`src/rtl/guess_eval_sequencer.sv`:
```
// Scores one snapshotted guess against the secret (serial green pass, then serial
// yellow pass) and commits the guess pins plus both hint counts to the board RAM.
module guess_eval_sequencer #(
  parameter int MAX_PINS     = 20,
  parameter int COLOR_W      = 5,
  parameter int POS_W        = 5,
  parameter int MAX_GUESSES  = 99,
  parameter int ADDR_W       = 12,
  parameter int HINTS_OFFSET = 1980
) (
  input  logic                         clk,
  input  logic                         reset,
  input  logic                         start,
  input  logic [POS_W-1:0]             pins_count,
  input  logic [7:0]                   guess_row,
  input  logic [MAX_PINS*COLOR_W-1:0]  guess_flat,
  input  logic [MAX_PINS*COLOR_W-1:0]  secret_flat,
  output logic                         busy,
  output logic                         done,
  output logic [POS_W-1:0]             green,
  output logic [POS_W-1:0]             yellow,
  output logic                         win,
  output logic                         err,
  output logic                         ram_we,
  output logic [ADDR_W-1:0]            ram_addr,
  output logic [COLOR_W-1:0]           ram_wdata
);

  typedef enum logic [2:0] {
    S_IDLE, S_GREEN, S_YELLOW, S_WR_GUESS, S_WR_HG, S_WR_HY, S_DONE
  } state_t;

  localparam logic [POS_W-1:0]  ONE_P   = POS_W'(1);
  localparam logic [POS_W-1:0]  MAX_P   = POS_W'(MAX_PINS);
  localparam logic [7:0]        ROW_LIM = 8'(MAX_GUESSES);
  localparam logic [ADDR_W-1:0] PINS_A  = ADDR_W'(MAX_PINS);
  localparam logic [ADDR_W-1:0] HINT_A  = ADDR_W'(HINTS_OFFSET);

  state_t                state_q, state_d;
  logic [COLOR_W-1:0]    guess_q  [MAX_PINS];
  logic [COLOR_W-1:0]    guess_d  [MAX_PINS];
  logic [COLOR_W-1:0]    secret_q [MAX_PINS];
  logic [COLOR_W-1:0]    secret_d [MAX_PINS];
  logic [7:0]            row_q, row_d;
  logic [POS_W-1:0]      pinCnt_q, pinCnt_d;
  logic [POS_W-1:0]      idxI_q, idxI_d;
  logic [POS_W-1:0]      idxJ_q, idxJ_d;
  logic [POS_W-1:0]      wrIdx_q, wrIdx_d;
  logic [MAX_PINS-1:0]   agMask_q, agMask_d;
  logic [MAX_PINS-1:0]   asMask_q, asMask_d;
  logic [POS_W-1:0]      green_q, green_d;
  logic [POS_W-1:0]      yellow_q, yellow_d;
  logic                  win_q, win_d;
  logic                  err_q, err_d;
  logic                  busy_q, busy_d;
  logic                  done_q, done_d;
  logic                  ramWe_q, ramWe_d;
  logic [ADDR_W-1:0]     ramAddr_q, ramAddr_d;
  logic [COLOR_W-1:0]    ramWdata_q, ramWdata_d;

  logic [POS_W-1:0]      lastIdx;
  logic [ADDR_W-1:0]     rowA;
  logic                  advI;
  logic                  scoreDone;

  assign lastIdx = pinCnt_q - ONE_P;
  assign rowA    = ADDR_W'(row_q);

  // Next-state logic; RAM strobes and status flags are derived from the next
  // state so every output comes straight from a flop.
  always_comb begin
    state_d    = state_q;
    guess_d    = guess_q;
    secret_d   = secret_q;
    row_d      = row_q;
    pinCnt_d   = pinCnt_q;
    idxI_d     = idxI_q;
    idxJ_d     = idxJ_q;
    wrIdx_d    = wrIdx_q;
    agMask_d   = agMask_q;
    asMask_d   = asMask_q;
    green_d    = green_q;
    yellow_d   = yellow_q;
    win_d      = win_q;
    err_d      = err_q;
    advI       = 1'b0;
    scoreDone  = 1'b0;

    case (state_q)
      S_IDLE: begin
        if (start) begin
          for (int p = 0; p < MAX_PINS; p++) begin
            guess_d[p]  = guess_flat[p*COLOR_W +: COLOR_W];
            secret_d[p] = secret_flat[p*COLOR_W +: COLOR_W];
          end
          row_d    = guess_row;
          pinCnt_d = (pins_count > MAX_P) ? MAX_P : pins_count;
          green_d  = '0;
          yellow_d = '0;
          win_d    = 1'b0;
          err_d    = 1'b0;
          agMask_d = '0;
          asMask_d = '0;
          idxI_d   = '0;
          idxJ_d   = '0;
          state_d  = S_GREEN;
        end
      end
      S_GREEN: begin
        if (pinCnt_q == '0) begin
          scoreDone = 1'b1;
        end else begin
          if (guess_q[idxI_q] == secret_q[idxI_q]) begin
            green_d          = green_q + ONE_P;
            agMask_d[idxI_q] = 1'b1;
            asMask_d[idxI_q] = 1'b1;
          end
          if (idxI_q == lastIdx) begin
            idxI_d  = '0;
            idxJ_d  = '0;
            state_d = S_YELLOW;
          end else begin
            idxI_d = idxI_q + ONE_P;
          end
        end
      end
      S_YELLOW: begin
        // A secret pin already claimed by a green or earlier yellow cannot match twice.
        if (agMask_q[idxI_q]) begin
          advI = 1'b1;
        end else if (!asMask_q[idxJ_q] && (guess_q[idxI_q] == secret_q[idxJ_q])) begin
          yellow_d         = yellow_q + ONE_P;
          agMask_d[idxI_q] = 1'b1;
          asMask_d[idxJ_q] = 1'b1;
          advI             = 1'b1;
        end else if (idxJ_q == lastIdx) begin
          advI = 1'b1;
        end else begin
          idxJ_d = idxJ_q + ONE_P;
        end
        if (advI) begin
          idxJ_d = '0;
          if (idxI_q == lastIdx) scoreDone = 1'b1;
          else                   idxI_d    = idxI_q + ONE_P;
        end
      end
      S_WR_GUESS: begin
        if (wrIdx_q == lastIdx) state_d = S_WR_HG;
        else                    wrIdx_d = wrIdx_q + ONE_P;
      end
      S_WR_HG:  state_d = S_WR_HY;
      S_WR_HY:  state_d = S_DONE;
      S_DONE:   state_d = S_IDLE;
      default:  state_d = S_IDLE;
    endcase

    // An out-of-range row still gets scored but never touches the RAM.
    if (scoreDone) begin
      wrIdx_d = '0;
      if (row_q >= ROW_LIM) begin
        err_d   = 1'b1;
        state_d = S_DONE;
      end else if (pinCnt_q == '0) begin
        state_d = S_WR_HG;
      end else begin
        state_d = S_WR_GUESS;
      end
    end

    busy_d = (state_d != S_IDLE) && (state_d != S_DONE);
    done_d = (state_d == S_DONE);
    if (state_d == S_DONE) win_d = (green_q == pinCnt_q) && (pinCnt_q != '0);

    ramWe_d    = 1'b0;
    ramAddr_d  = '0;
    ramWdata_d = '0;
    case (state_d)
      S_WR_GUESS: begin
        ramWe_d    = 1'b1;
        ramAddr_d  = rowA * PINS_A + ADDR_W'(wrIdx_d);
        ramWdata_d = guess_q[wrIdx_d];
      end
      S_WR_HG: begin
        ramWe_d    = 1'b1;
        ramAddr_d  = HINT_A + rowA + rowA;
        ramWdata_d = COLOR_W'(green_d);
      end
      S_WR_HY: begin
        ramWe_d    = 1'b1;
        ramAddr_d  = HINT_A + rowA + rowA + ADDR_W'(1);
        ramWdata_d = COLOR_W'(yellow_d);
      end
      default: ;
    endcase
  end

  always_ff @(posedge clk or posedge reset) begin
    if (reset) begin
      state_q    <= S_IDLE;
      for (int p = 0; p < MAX_PINS; p++) begin
        guess_q[p]  <= '0;
        secret_q[p] <= '0;
      end
      row_q      <= '0;
      pinCnt_q   <= '0;
      idxI_q     <= '0;
      idxJ_q     <= '0;
      wrIdx_q    <= '0;
      agMask_q   <= '0;
      asMask_q   <= '0;
      green_q    <= '0;
      yellow_q   <= '0;
      win_q      <= 1'b0;
      err_q      <= 1'b0;
      busy_q     <= 1'b0;
      done_q     <= 1'b0;
      ramWe_q    <= 1'b0;
      ramAddr_q  <= '0;
      ramWdata_q <= '0;
    end else begin
      state_q    <= state_d;
      guess_q    <= guess_d;
      secret_q   <= secret_d;
      row_q      <= row_d;
      pinCnt_q   <= pinCnt_d;
      idxI_q     <= idxI_d;
      idxJ_q     <= idxJ_d;
      wrIdx_q    <= wrIdx_d;
      agMask_q   <= agMask_d;
      asMask_q   <= asMask_d;
      green_q    <= green_d;
      yellow_q   <= yellow_d;
      win_q      <= win_d;
      err_q      <= err_d;
      busy_q     <= busy_d;
      done_q     <= done_d;
      ramWe_q    <= ramWe_d;
      ramAddr_q  <= ramAddr_d;
      ramWdata_q <= ramWdata_d;
    end
  end

  assign busy      = busy_q;
  assign done      = done_q;
  assign green     = green_q;
  assign yellow    = yellow_q;
  assign win       = win_q;
  assign err       = err_q;
  assign ram_we    = ramWe_q;
  assign ram_addr  = ramAddr_q;
  assign ram_wdata = ramWdata_q;

endmodule

```
`config.mk`:
```
export PLATFORM = sky130hd
export DESIGN_NAME = guess_eval_sequencer
export DESIGN_NICKNAME = d
export VERILOG_FILES = /design/src/rtl/guess_eval_sequencer.sv
export SDC_FILE = /design/constraint.sdc
export NUM_CORES = 1
export LEC_CHECK = 0
export BUFFER_PORTS_ARGS = -buffer_cell sky130_fd_sc_hd__buf_2
export CORE_ASPECT_RATIO = 2
export CORE_MARGIN = 3
export CORE_UTILIZATION = 53
export DETAILED_ROUTE_END_ITERATION = 8
export GPL_ROUTABILITY_DRIVEN = 0
export PLACE_DENSITY = 0.78
export SYNTH_ARGS = -nofsm -noshare
export SYNTH_HDL_FRONTEND = slang
export SYNTH_SLANG_ARGS = --single-unit
```
`constraint.sdc`:
```
create_clock -name clk -period 9.5 [get_ports clk]
set_clock_uncertainty 0.1 [all_clocks]
set_input_delay 1.9 -clock clk [delete_from_list [all_inputs] [get_ports clk]]
set_output_delay 1.9 -clock clk [all_outputs]
set_load 0.005 [all_outputs]
```
* Word level (Yosys, flattened, before mapping)
Index checks and enable logic that the tools add are counted.
** Storage, ports and cells
- Bits in latches :: 0
- Output and inout bits :: 32
- Bits in read-only memories :: 0
- Memories kept :: 0
- RAM bits :: 0
- Register bits :: 303
** Operators by class
- Muxes and demuxes :: 82
- $add $sub $neg :: 10
- Shift-type cells :: 0
- Reduce and logical (&&, ||, !) cells :: 19
- Divide/modulo/power cells :: 0
- Bitwise logic cells :: 6
- $mul :: 1
- Magnitude comparators :: 9
- Equal/unequal tests :: 27
** Operators with widths (number)
- 2-to-1 mux 20 bit :: 9
- 2-to-1 mux 5 bit :: 29
- one-hot mux 20 bit (3 select lines) :: 2
- binary-select mux 5 bit (select 5 bit) :: 4
- bitwise OR 20 bit :: 3
- one-hot mux 5 bit (3 select lines) :: 3
- one-hot mux 12 bit (3 select lines) :: 1
- == test 5 bit :: 6
- adder 5 x 1 -> 5 bit (second input constant) :: 5
- 2-to-1 mux 3 bit :: 7
- one-hot mux 5 bit (2 select lines) :: 2
- 2-to-1 mux 1 bit :: 19
- greater-or-equal comparator 6 bit (second input constant) :: 3
- inverter 5 -> 6 bit :: 3
- one-hot mux 3 bit (6 select lines) :: 1
- inequality test 2 bit (second input constant) :: 8
- == test 3 bit (second input constant) :: 5
- adder 11 x 8 -> 12 bit (first input constant) :: 1
- adder 12 x 1 -> 12 bit (second input constant) :: 1
- adder 12 x 5 -> 12 bit :: 1
- adder 12 x 8 -> 12 bit :: 1
- less-than comparator 5 x 6 -> 1 bit (second input constant) :: 2
- inequality test 3 bit (second input constant) :: 4
- binary-select mux 1 bit (select 5 bit) :: 2
- 21 further kinds :: 32

* Depth between registers and ports, before layout
- Depth in word-level cells :: 17
- Gate-level depth with buffers :: 21
- Gate-level depth less buffers :: 18

* Worst setup path after synthesis
Ideal clock, no wire load.
- Kind :: register to register
- Start :: reg idxI_q[0]
- End :: reg ramAddr_q[10] (netlist: ram_addr[10])
- Stages on the path, launching flop included :: 20
- Data required time :: 9.314 ns
- Buffers on the path :: 3
- Path slack :: 5.346 ns
- Data arrival time :: 3.968 ns
- Clock period less this slack :: 4.154 ns
- Path through :: dfrtp_1 buf_4 buf_6 mux4_2 nand2_1 a222oi_1 a31o_1 a31oi_1 o31ai_4 buf_2 nor2_1 ha_1 inv_1 fa_1 nor2b_1 o21ai_0 nor3b_1 nand3_1 xor2_1 o22ai_1
** On the way
- Word-level cells in the longest chain between the ends :: 14
- Elaborated cells on any way between the ends :: 25
- Those cells by class :: add/sub (1); eq/ne (5); mux (17); bitwise (1); reduce/logical (1)
** Ends and longest elaborated chain
- start: declaration :: line 46 : logic [POS_W-1:0] idxI_q, idxI_d;
- start signal: assignment :: line 226 : idxI_q <= idxI_d;
- inverter 5 -> 6 bit (implied by the code) :: line 131 : end else if (!asMask_q[idxJ_q] && (guess_q[idxI_q] == secret_q[idxJ_q])) begin
- binary-select mux 5 bit (select 5 bit) :: line 131
- 2-to-1 mux 5 bit (implied by the code) (2 in a row) :: line 131
- == test 5 bit :: line 131
- logical AND 1 bit :: line 131
- 2-to-1 mux 1 bit :: line 131
- 2-to-1 mux 1 bit :: line 129 : if (agMask_q[idxI_q]) begin
- 2-to-1 mux 1 bit :: line 89 : case (state_q)
- 2-to-1 mux 1 bit * :: line 141 : if (advI) begin
- one-hot mux 1 bit (2 select lines) * :: line 89
- 2-to-1 mux 5 bit * :: line 158 : if (scoreDone) begin
- via wrIdx_d[2] :: line 48 : logic [POS_W-1:0] wrIdx_q, wrIdx_d;
- adder 12 x 5 -> 12 bit * :: line 180 : ramAddr_d = rowA * PINS_A + ADDR_W'(wrIdx_d);
- one-hot mux 12 bit (3 select lines) * :: line 177 : case (state_d)
- via ramAddr_d[10] :: line 58 : logic [ADDR_W-1:0] ramAddr_q, ramAddr_d;
- end signal: assignment :: line 238 : ramAddr_q <= ramAddr_d;
- end: declaration :: line 58
The timed path passes the listed nets; every way through them passes the cells marked *. The select of a mux whose other input is x is not followed.
A chain may end at the register's enable or synchronous reset.

* Final worst setup path
- Start :: reg idxI_q[4]
- End :: reg ramAddr_q[10] (netlist: ram_addr[10])
The elaborated chain is that of the path after synthesis.

==> run_results.csv <==
group,metric,value,unit
run_status,run_status,"finished, final reports clean",
critical_path,reg2reg_depth,17,
critical_path,startpoint,"idxI_q[4]$_DFFE_PP0P_",
critical_path,worstPathArrival,5.83,ns
critical_path,cp-end-kind,"flip-flop",
yosys,synth-simple-area-share,22.3,%
finish,drive_gt1_share,19.8,%
yosys,yosysTopAreaCell,"dfrtp_1",
critical_path,startpoint_type,"flip-flop",
die,core,32200,um2
worst_hold_path,min_from,"asMask_q[3]$_DFFE_PP0P_",
finish,final_util,60.7,%
yosys,avgSynthCellArea,9.20,um2
grt,grt_max_degree,190,
finish,final_cells,2503,
clock_network,cts_tree,"yes",
pwr,leakagePower,9.59,nW
grt,overflow,0,
critical_path,slowest_delay,0.91,ns
drt,vias,15326,
clock_network,clkLatencyLatePin,0.59,ns
drt,dr.pass1.iters,9,
clock_network,h-tree-depth,1,
yosys,synthAdderAreaFrac,2.25,%
timing,slew_headroom,13.1,%
die,pin_count,248,
die,start_util,53.7,%
critical_path,crit_type,"reg2reg",
yosys,synth_compound_area_share,10.6,%
drt,viasPerCell,6.12,
finish,syn_to_final_growth,13.0,%
yosys,syn_area,17300,um2
critical_path,slowest_stage,"dfrtp_1",
yosys,synth_cell_types,88,
yosys,synthesis.yosys.warnings,0,
timing,fin_crit_sh,58.3,%
drt,drc,0,
clock_network,root_buffer,"clkbuf_16",
yosys,synth_edf_count,0,
clock_network,numCtsBuffers,27,
critical_path,crit_path_cell_trace,"clkinv_1, nor2_1, a22oi_1, o221ai_1, xnor2_1, nand4_2, o31ai_4, nor2_1, ha_1, inv_1, fa_1, nor2b_1, o21ai_0, nor3b_1, nand3_1, xor2_1, o22ai_1",
timing,clock.fmax,0.181,GHz
timing,setup_tns,0,ns
drt,drt-total-wl,56400,um
placement,hpwl,40900,um
yosys,synthMuxAreaShare,14.0,%
clock_network,post_cts_buffers,0,
pwr,p_per_area,350,nW/um2
timing,setup_viol,0,
timing,finalWorstPathRequiredPeriod,5.54,ns
yosys,ys_seq_elements,303,
clock_network,clock_sinks,303,
grt,grt_pass1_wl,85700,um
yosys,synth.area.top_cells,"dfrtp_1, nand2_1, mux4_2",
critical_path,cp_max_fo,21,
job,drv_cap,0,
die,die_h,262,um
yosys,async_flop_share,100,%
critical_path,crit_top_cell,"nor2_1",
clock_network,clk_pin_slew,0.07,ns
finish,diodes,0,
yosys,seq_area_frac_synth,43.8,%
yosys,synth_nets,2129,
drt,drt_iter0_drc,1480,
timing,grt_setup_unrepaired,"false",
grt,grt_pass1_vias,14998,
critical_path,required,9.79,ns
placement,dp_cells,2454,
critical_path,r2r_start,"idxI_q[4]$_DFFE_PP0P_",
finish,most-common-layout-cells,"nand2_1, dfrtp_1, buf_2, mux2i_1, nor2_1",
grt,grt_use_total,31.7,%
clock_network,cts.repair.resized,0,
timing,layout_setup_ws,3.96,ns
worst_hold_path,min_path_cells,2,
drt,ant_nets,0,
yosys,synth-xor-area-share,2.98,%
yosys,synth_ff_type,"dfrtp_1",
placement,place_ws,4.19,ns
pwr,ir_drop,0.196,mV
grt,antenna_found_initial,0,
placement,port_buffers,247,
die,dieArea,35000,um2
worst_hold_path,min-delay-path-class,"reg2reg",
yosys,synth_top_family_by_area,"simple AND/OR/NAND/NOR gates",
yosys,yosysTopAreaCellShare,43.8,%
drt,wl_per_cell,22.5,um
yosys,syn_inst,1883,
timing,worst_pin_slew,1.30,ns
clock_network,ctsHoldBuffers,0,
timing,final_hold_viol_count,0,
die,die_x,134,um
pwr,power,0.00686,W
die,rows,93,
finish,final_net_count,2302,
finish,final_common_cell,"nand2_1",
timing,slew_viol_final,0,
clock_network,clk_path_buf_depth,3,
-- routing by layer --
metal | share of wire, % | vias up | GRT usage (%)
li1 | - | 6821 | -
met5 | 0 | - | 0
met4 | 8.5 | 0 | 20.8
met3 | 7.3 | 269 | 4.48
met2 | 52 | 919 | 55.7
met1 | 33 | 7317 | 35.7
-- final cells by class --
| type | instances | area, um2 |
|---|---|---|
| Clock inverter | 12 | 159 |
| Clock buffer | 37 | 753 |
| Inverter | 33 | 128 |
| Tap cell | 427 | 534 |
| Timing Repair Buffer | 263 | 1370 |
| Fill cell | 2722 | 12700 |
| Multi-Input combinational cell | 1428 | 9050 |
| Sequential cell | 303 | 7590 |
-- cell usage after synthesis, drive strengths merged (8+ instances only) --
| cell type | count |
|---|---|
| nor2b | 14 |
| mux2 | 10 |
| xor2 | 23 |
| a31oi | 41 |
| xnor2 | 30 |
| nor3 | 26 |
| buf | 45 |
| mux2i | 88 |
| and2 | 14 |
| nor2 | 71 |
| nand3 | 35 |
| a21oi | 31 |
| o22ai | 11 |
| o211ai | 9 |
| ha | 28 |
| o21ai | 50 |
| or3 | 8 |
| nand4 | 9 |
| clkbuf | 74 |
| nand2 | 705 |
| a22oi | 18 |
| a22o | 17 |
| inv | 32 |
| a221oi | 13 |
| dfrtp | 303 |
| mux4 | 63 |
| nand2b | 14 |
-- power by group --
group	switching, W	internal [W]	leakage, nW	total, W
clock network	0.000507	0.000641	0.445	0.00115
logic	0.00192	0.00129	5.27	0.00320
registers	0.000724	0.00178	3.88	0.00251
total	0.00315	0.00371	9.59	0.00686
-- cell families after synthesis --
family,after synthesis
adders and majority gates,30
xor gates and xnor gates,55
DFF,303
and+or+nand+nor,925
muxes,161
buffers and inverters,152
AOI/OAI and AO/OA,257
-- stage by stage --
step | hold slack, ns | cell area (um2)
finish | 0.388 | 19600
global route | 0.426 | 19600
floorplan | 0.334 | 17300
global placement | 0.361 | 18700
detailed placement | 0.374 | 18700
CTS | 0.389 | 19600
-- sequential cells by signal (all words and copies together) (netlist names), 3 cells and up --
register / flops
guess_q: 100
secret_q: 100
agMask_q: 20
asMask_q: 20
ram_addr: 12
row_q: 8
green: 5
idxI_q: 5
idxJ_q: 5
pinCnt_q: 5
ram_wdata: 5
wrIdx_q: 5
yellow: 5
state_q: 3
-- final timing paths --
kind	endpoint	slack, ns
setup / recovery	ram_addr[10]$_DFF_PP0_	3.96
hold / removal	asMask_q[3]$_DFFE_PP0P_	0.39
setup reg to reg	ram_addr[10]$_DFF_PP0_	3.96
hold reg to reg	asMask_q[3]$_DFFE_PP0P_	0.39
max in group asynchronous	idxI_q[0]$_DFFE_PP0P_	6.17
min in group asynchronous	ram_addr[9]$_DFF_PP0_	1.42
-- worst max-delay path: cells and delay by family (launching register included) --
kind / cells / cell delay (ns)
AOI/OAI and AO/OA: 5 / 1.73
xor gates and xnor gates: 2 / 0.33
adders and majority gates: 2 / 0.49
buffers and inverters: 2 / 0.55
DFF: 1 / 0.91
and+or+nand+nor: 6 / 1.20
No activity file was read; power rests on OpenSTA's default activity.
